`src/rtl/pwm_detection_mc.sv`:
```
`default_nettype none
// ============================================================================
//  Module   : pwm_detection_mc
//  Purpose  : Multi-channel PWM high/low time detector. Each channel
//             synchronises and glitch-filters its pin, measures the high and
//             low phase lengths in clk cycles, captures completed phases and
//             pulses a one-cycle interrupt per capture. Saturation and
//             stuck-signal (timeout) flags are reported per channel.
//  Ports    : clk            - system clock
//             reset          - asynchronous active-high reset
//             enable         - global measurement enable
//             pwm_in         - raw PWM pins (asynchronous), one per channel
//             count_high_pwm - captured high time, ch i at [i*CNT_W +: CNT_W]
//             count_low_pwm  - captured low time, same packing
//             hready_intr    - one-cycle pulse, new high count captured
//             lready_intr    - one-cycle pulse, new low count captured
//             sat            - last capture on the channel saturated
//             stuck          - current phase has reached TIMEOUT_CYC
//  Revision : 1.0 - initial release
// ============================================================================
module pwm_detection_mc #(
  parameter int NUM_CH      = 4,
  parameter int CNT_W       = 32,
  parameter int SYNC_STAGES = 2,
  parameter int FILTER_CYC  = 2,
  parameter int TIMEOUT_CYC = 0
) (
  input  logic                    clk,
  input  logic                    reset,
  input  logic                    enable,
  input  logic [NUM_CH-1:0]       pwm_in,
  output logic [NUM_CH*CNT_W-1:0] count_high_pwm,
  output logic [NUM_CH*CNT_W-1:0] count_low_pwm,
  output logic [NUM_CH-1:0]       hready_intr,
  output logic [NUM_CH-1:0]       lready_intr,
  output logic [NUM_CH-1:0]       sat,
  output logic [NUM_CH-1:0]       stuck
);

  typedef enum logic [1:0] {
    ST_IDLE = 2'd0,
    ST_HIGH = 2'd1,
    ST_LOW  = 2'd2
  } state_t;

  localparam logic [CNT_W-1:0] C_MAX = '1;
  localparam logic [CNT_W-1:0] C_ONE = CNT_W'(1);
  localparam logic [CNT_W-1:0] C_TO  = CNT_W'(TIMEOUT_CYC);

  for (genvar i = 0; i < NUM_CH; i++) begin : g_ch

    logic [SYNC_STAGES-1:0] sync_q;
    logic                   s_lvl;
    logic                   f_lvl;
    logic                   f_d_q;
    logic                   rise;
    logic                   fall;

    state_t           state_q,  state_d;
    logic [CNT_W-1:0] run_h_q,  run_h_d;
    logic [CNT_W-1:0] run_l_q,  run_l_d;
    logic [CNT_W-1:0] cap_h_q,  cap_h_d;
    logic [CNT_W-1:0] cap_l_q,  cap_l_d;
    logic             hintr_q,  hintr_d;
    logic             lintr_q,  lintr_d;
    logic             sat_q,    sat_d;
    logic             stuck_q,  stuck_d;

    // Input synchroniser; the pin is asynchronous to clk.
    always_ff @(posedge clk or posedge reset) begin
      if (reset) begin
        sync_q <= '0;
      end else begin
        sync_q <= {sync_q[SYNC_STAGES-2:0], pwm_in[i]};
      end
    end

    assign s_lvl = sync_q[SYNC_STAGES-1];

    if (FILTER_CYC == 0) begin : g_bypass
      assign f_lvl = s_lvl;
    end else begin : g_filter
      localparam int             FW         = (FILTER_CYC > 1) ? $clog2(FILTER_CYC) : 1;
      localparam logic [FW-1:0]  C_FLT_LAST = FW'(FILTER_CYC - 1);

      logic [FW-1:0] filt_cnt_q;
      logic          f_q;

      // The filtered level only follows s after FILTER_CYC consecutive
      // cycles of disagreement; both edges see the same delay so phase
      // widths pass through unchanged.
      always_ff @(posedge clk or posedge reset) begin
        if (reset) begin
          filt_cnt_q <= '0;
          f_q        <= 1'b0;
        end else if (s_lvl == f_q) begin
          filt_cnt_q <= '0;
        end else if (filt_cnt_q == C_FLT_LAST) begin
          filt_cnt_q <= '0;
          f_q        <= s_lvl;
        end else begin
          filt_cnt_q <= filt_cnt_q + FW'(1);
        end
      end

      assign f_lvl = f_q;
    end

    always_ff @(posedge clk or posedge reset) begin
      if (reset) begin
        f_d_q <= 1'b0;
      end else begin
        f_d_q <= f_lvl;
      end
    end

    assign rise = f_lvl & ~f_d_q;
    assign fall = ~f_lvl & f_d_q;

    always_comb begin
      state_d = state_q;
      run_h_d = run_h_q;
      run_l_d = run_l_q;
      cap_h_d = cap_h_q;
      cap_l_d = cap_l_q;
      hintr_d = 1'b0;
      lintr_d = 1'b0;
      sat_d   = sat_q;
      stuck_d = stuck_q;

      if (!enable) begin
        state_d = ST_IDLE;
        run_h_d = '0;
        run_l_d = '0;
        stuck_d = 1'b0;
      end else begin
        case (state_q)
          ST_IDLE: begin
            run_h_d = '0;
            run_l_d = '0;
            if (rise) begin
              state_d = ST_HIGH;
              run_h_d = C_ONE;
            end else if (fall) begin
              state_d = ST_LOW;
              run_l_d = C_ONE;
            end
          end
          ST_HIGH: begin
            if (fall) begin
              // run_h already includes the last high cycle here.
              cap_h_d = run_h_q;
              sat_d   = (run_h_q == C_MAX);
              hintr_d = 1'b1;
              stuck_d = 1'b0;
              run_h_d = '0;
              run_l_d = C_ONE;
              state_d = ST_LOW;
            end else if (run_h_q != C_MAX) begin
              run_h_d = run_h_q + C_ONE;
            end
          end
          ST_LOW: begin
            if (rise) begin
              cap_l_d = run_l_q;
              sat_d   = (run_l_q == C_MAX);
              lintr_d = 1'b1;
              stuck_d = 1'b0;
              run_l_d = '0;
              run_h_d = C_ONE;
              state_d = ST_HIGH;
            end else if (run_l_q != C_MAX) begin
              run_l_d = run_l_q + C_ONE;
            end
          end
          default: begin
            state_d = ST_IDLE;
            run_h_d = '0;
            run_l_d = '0;
          end
        endcase

        // Compare against the next counter value so stuck rises on the
        // same edge the active counter reaches TIMEOUT_CYC.
        if (TIMEOUT_CYC > 0) begin
          if (((state_d == ST_HIGH) && (run_h_d == C_TO)) ||
              ((state_d == ST_LOW)  && (run_l_d == C_TO))) begin
            stuck_d = 1'b1;
          end
        end
      end
    end

    always_ff @(posedge clk or posedge reset) begin
      if (reset) begin
        state_q <= ST_IDLE;
        run_h_q <= '0;
        run_l_q <= '0;
        cap_h_q <= '0;
        cap_l_q <= '0;
        hintr_q <= 1'b0;
        lintr_q <= 1'b0;
        sat_q   <= 1'b0;
        stuck_q <= 1'b0;
      end else begin
        state_q <= state_d;
        run_h_q <= run_h_d;
        run_l_q <= run_l_d;
        cap_h_q <= cap_h_d;
        cap_l_q <= cap_l_d;
        hintr_q <= hintr_d;
        lintr_q <= lintr_d;
        sat_q   <= sat_d;
        stuck_q <= stuck_d;
      end
    end

    assign count_high_pwm[i*CNT_W +: CNT_W] = cap_h_q;
    assign count_low_pwm[i*CNT_W +: CNT_W]  = cap_l_q;
    assign hready_intr[i]                   = hintr_q;
    assign lready_intr[i]                   = lintr_q;
    assign sat[i]                           = sat_q;
    assign stuck[i]                         = stuck_q;
  end

endmodule
`default_nettype wire

```
`config.mk`:
```
export PLATFORM = sky130hd
export DESIGN_NAME = pwm_detection_mc
export DESIGN_NICKNAME = d
export VERILOG_FILES = /design/src/rtl/pwm_detection_mc.sv
export SDC_FILE = /design/constraint.sdc
export NUM_CORES = 1
export LEC_CHECK = 0
export BUFFER_PORTS_ARGS = -buffer_cell sky130_fd_sc_hd__buf_2
export CAP_MARGIN = 20
export CORE_MARGIN = 2
export CORE_UTILIZATION = 59
export CTS_CLUSTER_DIAMETER = 120
export DETAILED_ROUTE_END_ITERATION = 7
export PLACE_DENSITY = 0.77
export SYNTH_ARGS = -nofsm -noshare
export SYNTH_HDL_FRONTEND = slang
export SYNTH_SLANG_ARGS = --single-unit
```
`constraint.sdc`:
```
create_clock -name clk -period 30.8 [get_ports clk]
set_clock_uncertainty 0.2 [all_clocks]
set_input_delay 9.24 -clock clk [delete_from_list [all_inputs] [get_ports clk]]
set_output_delay 9.24 -clock clk [all_outputs]
set_load 0.05 [all_outputs]
```
### Word-level counts from Yosys, hierarchy flattened

Index checks and enable logic that the tools add are counted.

| cells by class | value |
|---|---|
| $add $sub $neg | 12 |
| reduce and logical (&&, ||, !) cells | 36 |
| bitwise operators | 20 |
| equality and inequality tests | 56 |
| multiplexer cells | 132 |

Operators by type and width:

| kind | count |
|---|---|
| $mux 32 | 32 |
| $pmux 32 s3 | 8 |
| $add 32x1->32 const B | 8 |
| $eq 32x32->1 const B | 8 |
| $ne 32x32->1 const B | 8 |
| $mux 1 | 64 |
| $reduce_and 3->1 | 12 |
| $mux 2 | 16 |
| $ne 4x4->1 const B | 8 |
| $ne 3x3->1 const B | 8 |
| $pmux 2 s3 | 4 |
| $reduce_and 2->1 | 12 |
| $ne 2x2->1 const B | 8 |
| $pmux 1 s2 | 8 |
| $reduce_and 4->1 | 4 |
| $ne 3x1->1 const B | 4 |
| $not 1->1 | 12 |
| $and 1x1->1 | 8 |
| $eq 2x1->1 const B | 4 |
| $eq 2x2->1 const B | 4 |
| $logic_not 2->1 | 4 |
| $reduce_bool 2->1 | 4 |
| $add 1x1->1 const B | 4 |
| $eq 1x1->1 | 4 |

| storage, ports and cells | value |
|---|---|
| flip-flop bits (word level) | 556 |
| logic and storage cells | 308 |
| input bits | 7 |

### Depth between registers and ports, before layout

Gate-level depths: netlist of run 1.

| logic depth | value |
|---|---|
| depth in word-level cells | 6 |
| depth in mapped cells | 10 |
| gate-level depth less buffers | 7 |

### Worst setup path before layout of run 1

OpenSTA, ideal clock, no wires.

| timing path | value |
|---|---|
| kind | input to register |
| from | input port enable |
| to | register g_ch[3].run_l_q[20] |
| stages on the path | 6 |
| buffers on the path | 1 |
| library setup time | 0.132 ns |
| data required time | 30.468 ns |
| arrival | 10.766 ns |
| slack | 19.702 ns |
| cell sequence | clkbuf_1 > nand3_1 > o311ai_0 > nor3_1 > xnor2_1 > nor2_1 |

| between the ends | value |
|---|---|
| longest elaborated chain between the ends | 2 |

RTL lines:

| what | line | RTL |
|---|---|---|
| start: declaration | 30 | `input logic enable,` |
| $ne 4x4->1 (no source line) or $ne 3x3->1 (tied branches) | - |  |
| $reduce_and 2->1 (no source line) | - |  |
| end signal: assignment | 208 | `run_l_q <= run_l_d;` |
| end: declaration | 61 | `logic [CNT_W-1:0] run_l_q, run_l_d;` |

Several ways; a longest one is shown, not always the timed one.
A chain may end at the register's enable or synchronous reset.

### Worst setup path after layout of run 1

| timing path | value |
|---|---|
| from | input port enable |
| to | register g_ch[0].run_l_q[14] |

| between the ends | value |
|---|---|
| longest elaborated chain between the ends | 2 |

RTL lines:

| what | line |
|---|---|
| $ne 4x4->1 (no source line) or $ne 3x3->1 (tied branches) | - |
| $reduce_and 2->1 (no source line) | - |
| end signal: assignment | 208 |
| end: declaration | 61 |

Several ways; a longest one is shown, not always the timed one.

==> metrics.txt, run 1 <==
buffer and inverter count on the worst path=2; Synth warnings=0; relative slew slack=between 20% and 30%; clk buf depth=3; Rows=75; switching share of power=roughly 28%; Synth area leader=dfrtp_1; RSZ-0062 raised after global routing=no; Combinational Power Share=about an eighth; CTS root buf=clkbuf_16; vias in the first global route=roughly 19000; synthesis-to-finish area growth=14.58%; status=finished clean; io pins=279; PwrDens=roughly 58 nW/um^2; grt total ovfl=0; Final Hold Fails=0; GR Util All Layers=27.12%; Max-Cap Viols=0; Syn Area/Cell=about 10 um^2; Sequential Power Share=46.5%; DR DRC count=0; die width=about 210 um; max-slew violations=0; Ant. Diodes=0; CP Cell Sequence=buf_2, buf_4, nand3b_1, nor2_1, nand4_1, nand4_1, xor2_1, nor2_1; total of fill cells in the finished design=between 3000 and 4000; worst setup margin=18.82 ns; min cycle time layout=~12 ns; largest net degree at the start of global routing=between 150 and 200; clock power share=just over 40%; crit-path max FO=41; Synth Flop Type=dfrtp_1; sequential-to-total area share from yosys stat=between 50% and 60%; P_int=approximately 1.2 mW; Setup violations, final=0; Leak Pwr=~14 nW; port buffer count=274; number of gates resized after CTS=0; cell area after synthesis=25300 um^2; Clock Latency Late Sink=~0.6 ns; initial drt markers=1812; final wirelength=60240 um; Nets=about 2700; Num CTS Buffers=56; CP arrival=around 12 ns; Routed Antenna Nets=0; Die Height=approximately 210 um; Tcrit/Tclk final=roughly two fifths; layout cells sized above 1=between 20% and 30%; Synth area leaders=dfrtp_1, mux2_2, nand2_1; post-synth cell types=67; CTS tree=done; Core Area=between 40000 and 50000 um^2; global-route wire length before repair=approximately 100000 um; CP delay by family, top=simple AND/OR/NAND/NOR gates; Detailed Routing Iterations Pass 1=6; worst slack, placed=around 18 ns; top-area cell type share of the netlist area=54.59%; initial antenna violation count=0; CTS hold repair buffers=0; count leader, synth=dfrtp_1; Initial Util=between 60% and 70%; EDFF count, synth=0; Final HPWL DP=40250 um; max frequency=~83 MHz; H-tree levels=2; Worst Setup End Kind=register; CP startpoint kind=primary input; slowest cell delay on critical path=about 0.90 ns; drt via density=6.070; FF/Latch Area=13810 um^2; Setup CP Type=in -> reg; Slowest-stage cell, CP=nand4_1; Sink Count=552; post-CTS setup buffers=0; fraction of registers with async set/reset=100.0%; Peak supply drop=0.05947 mV; Routability Congestion=between 0.8 and 0.9; Worst EP required=between 30 and 40 ns; CTS clk-pin slew, worst paths=approximately 0.060 ns; Setup TNS=0 ns; Die ar.=approximately 45000 um^2; synth cell count leaders=dfrtp_1, nand2_1, nor2_1; Yosys reg bits=~550; Slew @ Worst Pin=1.075 ns; Sw Pwr=between 400 and 500 uW; via count=approximately 20000; hold crit path type=reg -> reg; footprint of the multi-input gates=approximately 11000 um^2; routed length per instance=~19 um; Mapped Cells=2436
-- routing by layer --
metal | part of all wire [%] | track usage (%)
met1 | 44 | 38.35
met2 | 47 | 42.97
met3 | 6.3 | 5.085
met4 | 2.3 | 8.184
met5 | 0 | 0
-- layout make-up --
type                    count  area share, %
clock buffers              75          5.602
repair buffers            301          5.688
flip-flops and latches    552          47.64
clock inverters            26         0.8415
inverters                  26         0.3625
well taps                 539          2.326
multi-input cells        1736          37.54
-- kinds of logic after synthesis --
group                    share of synthesized area [%]
flip-flops                                       54.59
AND/OR/NAND/NOR                                  22.07
buffers and inverters                            2.492
XOR/XNOR                                         4.950
AO/OA/AOI/OAI                                    7.027
adder cells (fa/ha/maj)                         0.3956
other                                          0.01482
multiplexers                                     8.456
-- metrics by stage --
step	hold slack (ns)	instances	total power, mW	area [um^2]	util, %
6_report	0.1471	3255	1.669	28990	68.81
3_5_place_dp	0.1371	3149	0.9901	27020	64.13
5_1_grt	0.1520	3255	1.734	28990	68.81
2_1_floorplan	0.1312	2439	0.9390	25310	-
3_3_place_gp	0.1333	3147	0.9839	27010	64.10
4_1_cts	0.1500	3250	1.678	28890	68.57
-- cell usage in the layout, fill, tap and decap left out, types with 5 or more instances in the layout --
cell type  count
nor3b_1        8
nor2_1       204
nor4_1        39
a31oi_1       12
nor2b_1       15
nand4_1      107
nor2_2         5
clkinv_2      17
nand2b_1      22
buf_2        275
o311ai_0      24
xor2_1        72
o41ai_1        5
or3_1         28
nor3_1        48
o31ai_1       24
and2_1        22
mux2_2       190
nand4b_1       7
clkbuf_16     57
and3_1        46
buf_4         20
o2111ai_1      6
xnor2_1       71
or4_1         17
clkbuf_8      13
clkbuf_1       5
o211ai_1      17
or2_2         12
nand3_1      117
ha_1           8
nand2_1      354
dfrtp_1      552
and4_1        38
nor4b_1        5
inv_1         25
o21ai_0       95
a21oi_1       62
-- state kept, by name, indices dropped and copies added, names as in the netlist --
register / count
g_ch.cap_h_q: 128
g_ch.cap_l_q: 128
g_ch.f_d_q: 4
g_ch.f_lvl: 4
g_ch.g_filter.filt_cnt_q: 4
g_ch.hintr_q: 4
g_ch.lintr_q: 4
g_ch.run_h_q: 128
g_ch.run_l_q: 128
g_ch.sat_q: 4
g_ch.state_q: 8
g_ch.sync_q: 8
-- final timing paths --
kind,from,cells after the start,slack [ns],endpoint
min,g_ch[1].sync_q[0]$_DFF_PP0_,0,0.15,g_ch[1].sync_q[1]$_DFF_PP0_
max reg2reg,g_ch[0].state_q[0]$_DFFE_PP0P_,6,27.47,g_ch[0].run_l_q[14]$_DFFE_PP0P_
min in group asynchronous,reset,2,8.45,g_ch[1].cap_h_q[31]$_DFFE_PP0P_
max,enable,8,18.82,g_ch[0].run_l_q[14]$_DFFE_PP0P_
max in group asynchronous,reset,6,19.25,g_ch[3].sync_q[1]$_DFF_PP0_
min reg2reg,g_ch[1].sync_q[0]$_DFF_PP0_,0,0.15,g_ch[1].sync_q[1]$_DFF_PP0_
-- power by group through the flow --
stage	registers [mW]	logic, mW	clock network (mW)
2_1_floorplan	0.794	0.145	0
3_3_place_gp	0.787	0.197	0
3_5_place_dp	0.789	0.201	0
4_1_cts	0.776	0.202	0.700
5_1_grt	0.780	0.225	0.729
6_report	0.776	0.204	0.688
Note: power is estimated with default switching activity, not from simulation.
==> inputs of run 2 (changes only) <==
==> constraint.sdc (replaced) <==
create_clock -name clk -period 12.6 [get_ports clk]
set_clock_uncertainty 0.2 [all_clocks]
set_input_delay 3.78 -clock clk [delete_from_list [all_inputs] [get_ports clk]]
set_output_delay 3.78 -clock clk [all_outputs]
set_load 0.05 [all_outputs]
==> run 2 against run 1 <==
Hold slack better by 0.0029 ns. Critical endpoint is now g_ch[0].run_l_q[31]$_DFFE_PP0P_. Largest power group unchanged. Cell count hardly changed. Clock power grew to 2.6 times the previous value.
==> metrics.txt, run 2 (synthesis gave the netlist of run 1 again) <==
max layer used=met4; grt total ovfl=0; Setup TNS=0 ns; clk buf depth=3; CP startpoint kind=primary input; Final Hold Fails=0; Final HPWL DP=40190 um; relative slew slack=27.12%; DR DRC count=0; CP Cell Sequence=buf_2, buf_4, nand3b_1, nor2_1, nand4_1, nand4_1, xor2_1, nor2_1; Clock Latency Late Sink=about 0.61 ns; PwrDens=~140 nW/um^2; CTS root buf=clkbuf_16; Nets=between 2000 and 3000; crit-path max FO=a little over 40; Peak supply drop=approximately 0.11 mV; vias in the first global route=slightly below 20000; RSZ-0062 raised after global routing=no; via count=between 15000 and 20000; max frequency=155.5 MHz; routed length per instance=18.56 um; met3 wire len=~4100 um; Detailed Routing Iterations Pass 1=5; FF-to-FF path depth=6; total of fill cells in the finished design=3107; Tcrit/Tclk final=between 50 and 60%; most frequent cells in the layout=dfrtp_1, nand2_1, buf_2; port buffer count=274; initial drt markers=between 1500 and 2000; slowest cell delay on critical path=~0.86 ns; routed wl met2=28730 um; initial antenna violation count=0; CTS clk-pin slew, worst paths=roughly 0.06 ns; status=finished clean; H-tree levels=2; hold crit path type=reg -> reg; number of gates resized after CTS=0; drt via density=between 6 and 7; Leak Pwr=13.78 nW; CP arrival=about 6.7 ns; max-slew violations=0; largest net degree at the start of global routing=about 180; die width=211.1 um; GR Util All Layers=a little over a quarter; Die Height=211.1 um; Worst EP required=around 13 ns; Rows=75; Slew @ Worst Pin=approximately 1.1 ns; Core Area=42130 um^2; min cycle time layout=around 6.4 ns; Ant. Diodes=0; CTS tree=done; most common cell after layout, fill and taps aside=dfrtp_1; Routed Antenna Nets=0; DRT met1 WL=about 26000 um; Die ar.=about 45000 um^2; io pins=279; CTS hold repair buffers=0; placed cell count=3148; Routability Congestion=0.8912; Initial Util=around three fifths; Sink Count=approximately 550; synthesis-to-finish area growth=14.94%; final non-filler cell total=3258; Hold Slack=approximately 0.15 ns; Setup violations, final=0; layout cells sized above 1=about 23%; global-route wire length before repair=around 100000 um; Num CTS Buffers=56; Setup CP Type=in -> reg; Hold Path Depth=0; post-CTS setup buffers=0; Worst Setup End Kind=register; final wirelength=just over 60000 um; Max-Cap Viols=0; Slowest-stage cell, CP=nand4_1
==> run 2: through the flow <==
step / power, mW / instance area, um^2 / worst slack, ns / util (%)
after floorplan: 2.296 / 25320 / 1.108 / -
after global placement: 2.404 / 27020 / 5.791 / 64.13
after detailed placement: 2.423 / 27030 / 5.640 / 64.15
after CTS: 4.211 / 29030 / 6.279 / 68.90
after global routing: 4.355 / 29080 / 5.900 / 69.02
final: 4.185 / 29080 / 6.171 / 69.02
==> run 2: report_power, final <==
group,switching (mW),internal [mW],total [mW]
clock,0.707,1.08,1.79
sequential,0.0705,1.83,1.90
combinational,0.363,0.133,0.497
==> run 2: cell type report <==
| class | count | area (um^2) | area share, % |
|---|---|---|---|
| clock buffers | 74 | 1570 | 5.399 |
| clock inverters | 32 | 431.7 | 1.484 |
| inverters | 26 | 101.3 | 0.3485 |
| multi-input cells | 1736 | 10890 | 37.43 |
| flip-flops and latches | 552 | 13810 | 47.50 |
| well taps | 539 | 674.4 | 2.319 |
| repair buffers | 299 | 1607 | 5.524 |
==> run 2: final timing paths <==
check,startpoint,to,slack [ns]
worst max-delay path,enable,g_ch[0].run_l_q[31]$_DFFE_PP0P_,6.17
worst min-delay path,g_ch[3].sync_q[0]$_DFF_PP0_,g_ch[3].sync_q[1]$_DFF_PP0_,0.15
worst max register to register,g_ch[0].state_q[0]$_DFFE_PP0P_,g_ch[0].run_l_q[31]$_DFFE_PP0P_,9.34
worst min register to register,g_ch[3].sync_q[0]$_DFF_PP0_,g_ch[3].sync_q[1]$_DFF_PP0_,0.15
max in group asynchronous,reset,g_ch[2].run_h_q[29]$_DFFE_PP0P_,6.68
min in group asynchronous,reset,g_ch[0].cap_l_q[22]$_DFFE_PP0P_,2.95
==> run 2: worst max-delay path: cells and delay by family <==
family | cells | cell delay, ns
XOR/XNOR | 1 | 0.18
buffers and inverters | 2 | 0.45
AND/OR/NAND/NOR | 5 | 2.26
==> run 2: routing by layer <==
metal  GRT usage (%)  up-vias
met4           8.815        0
met3           5.858      126
met2           43.00      710
met5               0        -
met1           37.76     9832
li1                -     9155
==> inputs of run 3 (changes only) <==
==> constraint.sdc (replaced) <==
create_clock -name clk -period 6.1 [get_ports clk]
set_clock_uncertainty 0.2 [all_clocks]
set_input_delay 1.83 -clock clk [delete_from_list [all_inputs] [get_ports clk]]
set_output_delay 1.83 -clock clk [all_outputs]
set_load 0.05 [all_outputs]
==> run 3 against run 2 <==
Design area is 0.12% lower. Sequential power grew 110%. Count of clock-buffer cells in the layout grew 4. Die area stayed put. Register-to-register slack got worse by 6.3 ns. Utilization fell by 0.086 points. Via count fell by 0.51%. Hold slack got worse by 0.0032 ns. Combinational power is 110% higher. Setup slack worse by 4.3 ns. Cell count unchanged. Critical path type unchanged. Critical endpoint is now g_ch[2].run_l_q[20]$_DFFE_PP0P_. Highest routed layer unchanged.
==> metrics.txt, run 3 (synthesis gave the netlist of run 1 again) <==
status=finished clean; total power=roughly 8.5 mW; buffer and inverter count on the worst path=2; Sequential Power Share=a little under half; Clock Latency Late Sink=0.60 ns; placed cell count=between 3000 and 4000; Combinational Power Share=between 10% and 20%; switching share of power=27.21%; Setup violations, final=0; P_int=between 6 and 7 mW; relative slew slack=a little over a quarter; Setup CP Type=in -> reg; CP startpoint kind=primary input; CP delay by family, top=simple AND/OR/NAND/NOR gates; DR DRC count=0; Routed Antenna Nets=0; max-slew violations=0; final non-filler cell total=about 3300; RSZ-0062 raised after global routing=no; Die ar.=between 40000 and 50000 um^2; CTS hold repair buffers=0; layout cells sized above 1=a little under a quarter; PwrDens=about 300 nW/um^2; Worst Setup End Kind=register; Sw Pwr=2.320 mW; Nets=about 2700; Hold Path Depth=0; clk buf depth=3; CTS clk-pin slew, worst paths=roughly 0.060 ns; Final Hold Fails=0; Core Area=42130 um^2; global-route wire length before repair=~98000 um; vias in the first global route=between 15000 and 20000; H-tree levels=2; Tcrit/Tclk final=69.29%; Ant. Diodes=0; max frequency=236.6 MHz; Die Height=roughly 210 um; die width=around 210 um; reg-to-reg slack, setup=about 3.0 ns; Worst EP required=~6.4 ns; final wirelength=approximately 60000 um; Routability Congestion=0.8634; CTS tree=done; FF-to-FF path depth=7; CTS root buf=clkbuf_16; initial drt markers=roughly 1800; Reg2Reg Launch Point=g_ch[0].run_l_q[0]$_DFFE_PP0P_; crit-path max FO=41; Detailed Routing Iterations Pass 1=5; synthesis-to-finish area growth=14.80%; Crit. path cell count=8; post-CTS setup buffers=0; footprint of the multi-input gates=~11000 um^2; most frequent cells in the layout=dfrtp_1, nand2_1, buf_2; Sink Count=~550; initial antenna violation count=0; R2R Path End=g_ch[0].run_l_q[13]$_DFFE_PP0P_; total of fill cells in the finished design=~3100; Final HPWL DP=~41000 um; Rows=75; io pins=~280; Leak Pwr=13.76 nW; Peak supply drop=between 0.2 and 0.25 mV; CP Cell Sequence=buf_2, nand3b_1, nand2b_1, buf_4, nor4_1, nor3_1, xnor2_1, nor2_1; Slowest-stage cell, CP=nor4_1; GR Util All Layers=between 20% and 30%; Slew @ Worst Pin=between 1 and 1.5 ns; Hold Path Sink=g_ch[0].sync_q[1]$_DFF_PP0_; largest net degree at the start of global routing=approximately 120; most common cell after layout, fill and taps aside=dfrtp_1; number of gates resized after CTS=0; Max-Cap Viols=0; hold crit path type=reg -> reg; clock power share=a little over two fifths; grt total ovfl=0; min cycle time layout=around 4.2 ns; Initial Util=60.05%; slowest cell delay on critical path=0.95 ns; Num CTS Buffers=55; FF/Latch Area=13810 um^2; CP arrival=around 4.5 ns; worst hold path startpoint=g_ch[0].sync_q[0]$_DFF_PP0_; via count=roughly 20000; drt via density=between 6 and 7; routed length per instance=roughly 18 um; port buffer count=around 270
==> run 3: changes by cell type in the layout (fill, tap and decap cells not counted), sizes merged <==
cell	before	now
buf	299	304
bufinv	10	8
clkbuf	74	80
clkinv	16	9
inv	27	25
==> run 3: routing by layer <==
metal  track usage, %  wire, um  vias to the layer above
li1                 -         -                     9166
met1            37.39     25890                     9772
met2            42.58     28420                      659
met3            5.263      4053                      124
met4            9.301      1594                        0
met5                0         0                        -
==> run 3: cell type report <==
class,instances,area share (%)
Sequential cell,552,47.56
Multi-Input combinational cell,1736,37.48
Timing Repair Buffer,306,5.720
Clock buffer,78,5.492
Tap cell,539,2.322
Clock inverter,21,1.086
Inverter,26,0.3489
==> run 3: worst max path at each step <==
stage | startpoint | endpoint | slack, ns
4_1_cts | enable | g_ch[2].run_l_q[20]$_DFFE_PP0P_ | 1.92
6_report | enable | g_ch[2].run_l_q[20]$_DFFE_PP0P_ | 1.87
5_1_grt | enable | g_ch[2].run_l_q[22]$_DFFE_PP0P_ | 1.67
3_5_place_dp | enable | g_ch[2].run_l_q[20]$_DFFE_PP0P_ | 1.27
2_1_floorplan | reset | g_ch[0].cap_h_q[0]$_DFFE_PP0P_ | -3.44
3_3_place_gp | enable | g_ch[2].run_l_q[18]$_DFFE_PP0P_ | 1.43
==> run 3: per-stage QoR <==
step	setup slack [ns]	hold WS [ns]	TNS, ns	util [%]	area, um^2
CTS	1.918	0.1479	0	68.90	29030
finish	1.873	0.1468	0	68.94	29050
global route	1.672	0.1671	0	68.94	29050
floorplan	-3.442	0.1312	-1899.89	-	25320
global placement	1.429	0.1333	0	64.37	27120
detailed placement	1.269	0.1347	0	64.37	27120
==> run 3: power by group through the flow <==
| stage | Clock, mW | Combinational (mW) | Sequential [mW] |
|---|---|---|---|
| 6_report | 3.57 | 1.04 | 3.93 |
| 5_1_grt | 3.77 | 1.14 | 3.94 |
| 4_1_cts | 3.63 | 1.04 | 3.92 |
| 3_5_place_dp | 0 | 1.03 | 3.99 |
| 3_3_place_gp | 0 | 1.00 | 3.98 |
| 2_1_floorplan | 0 | 0.734 | 4.01 |
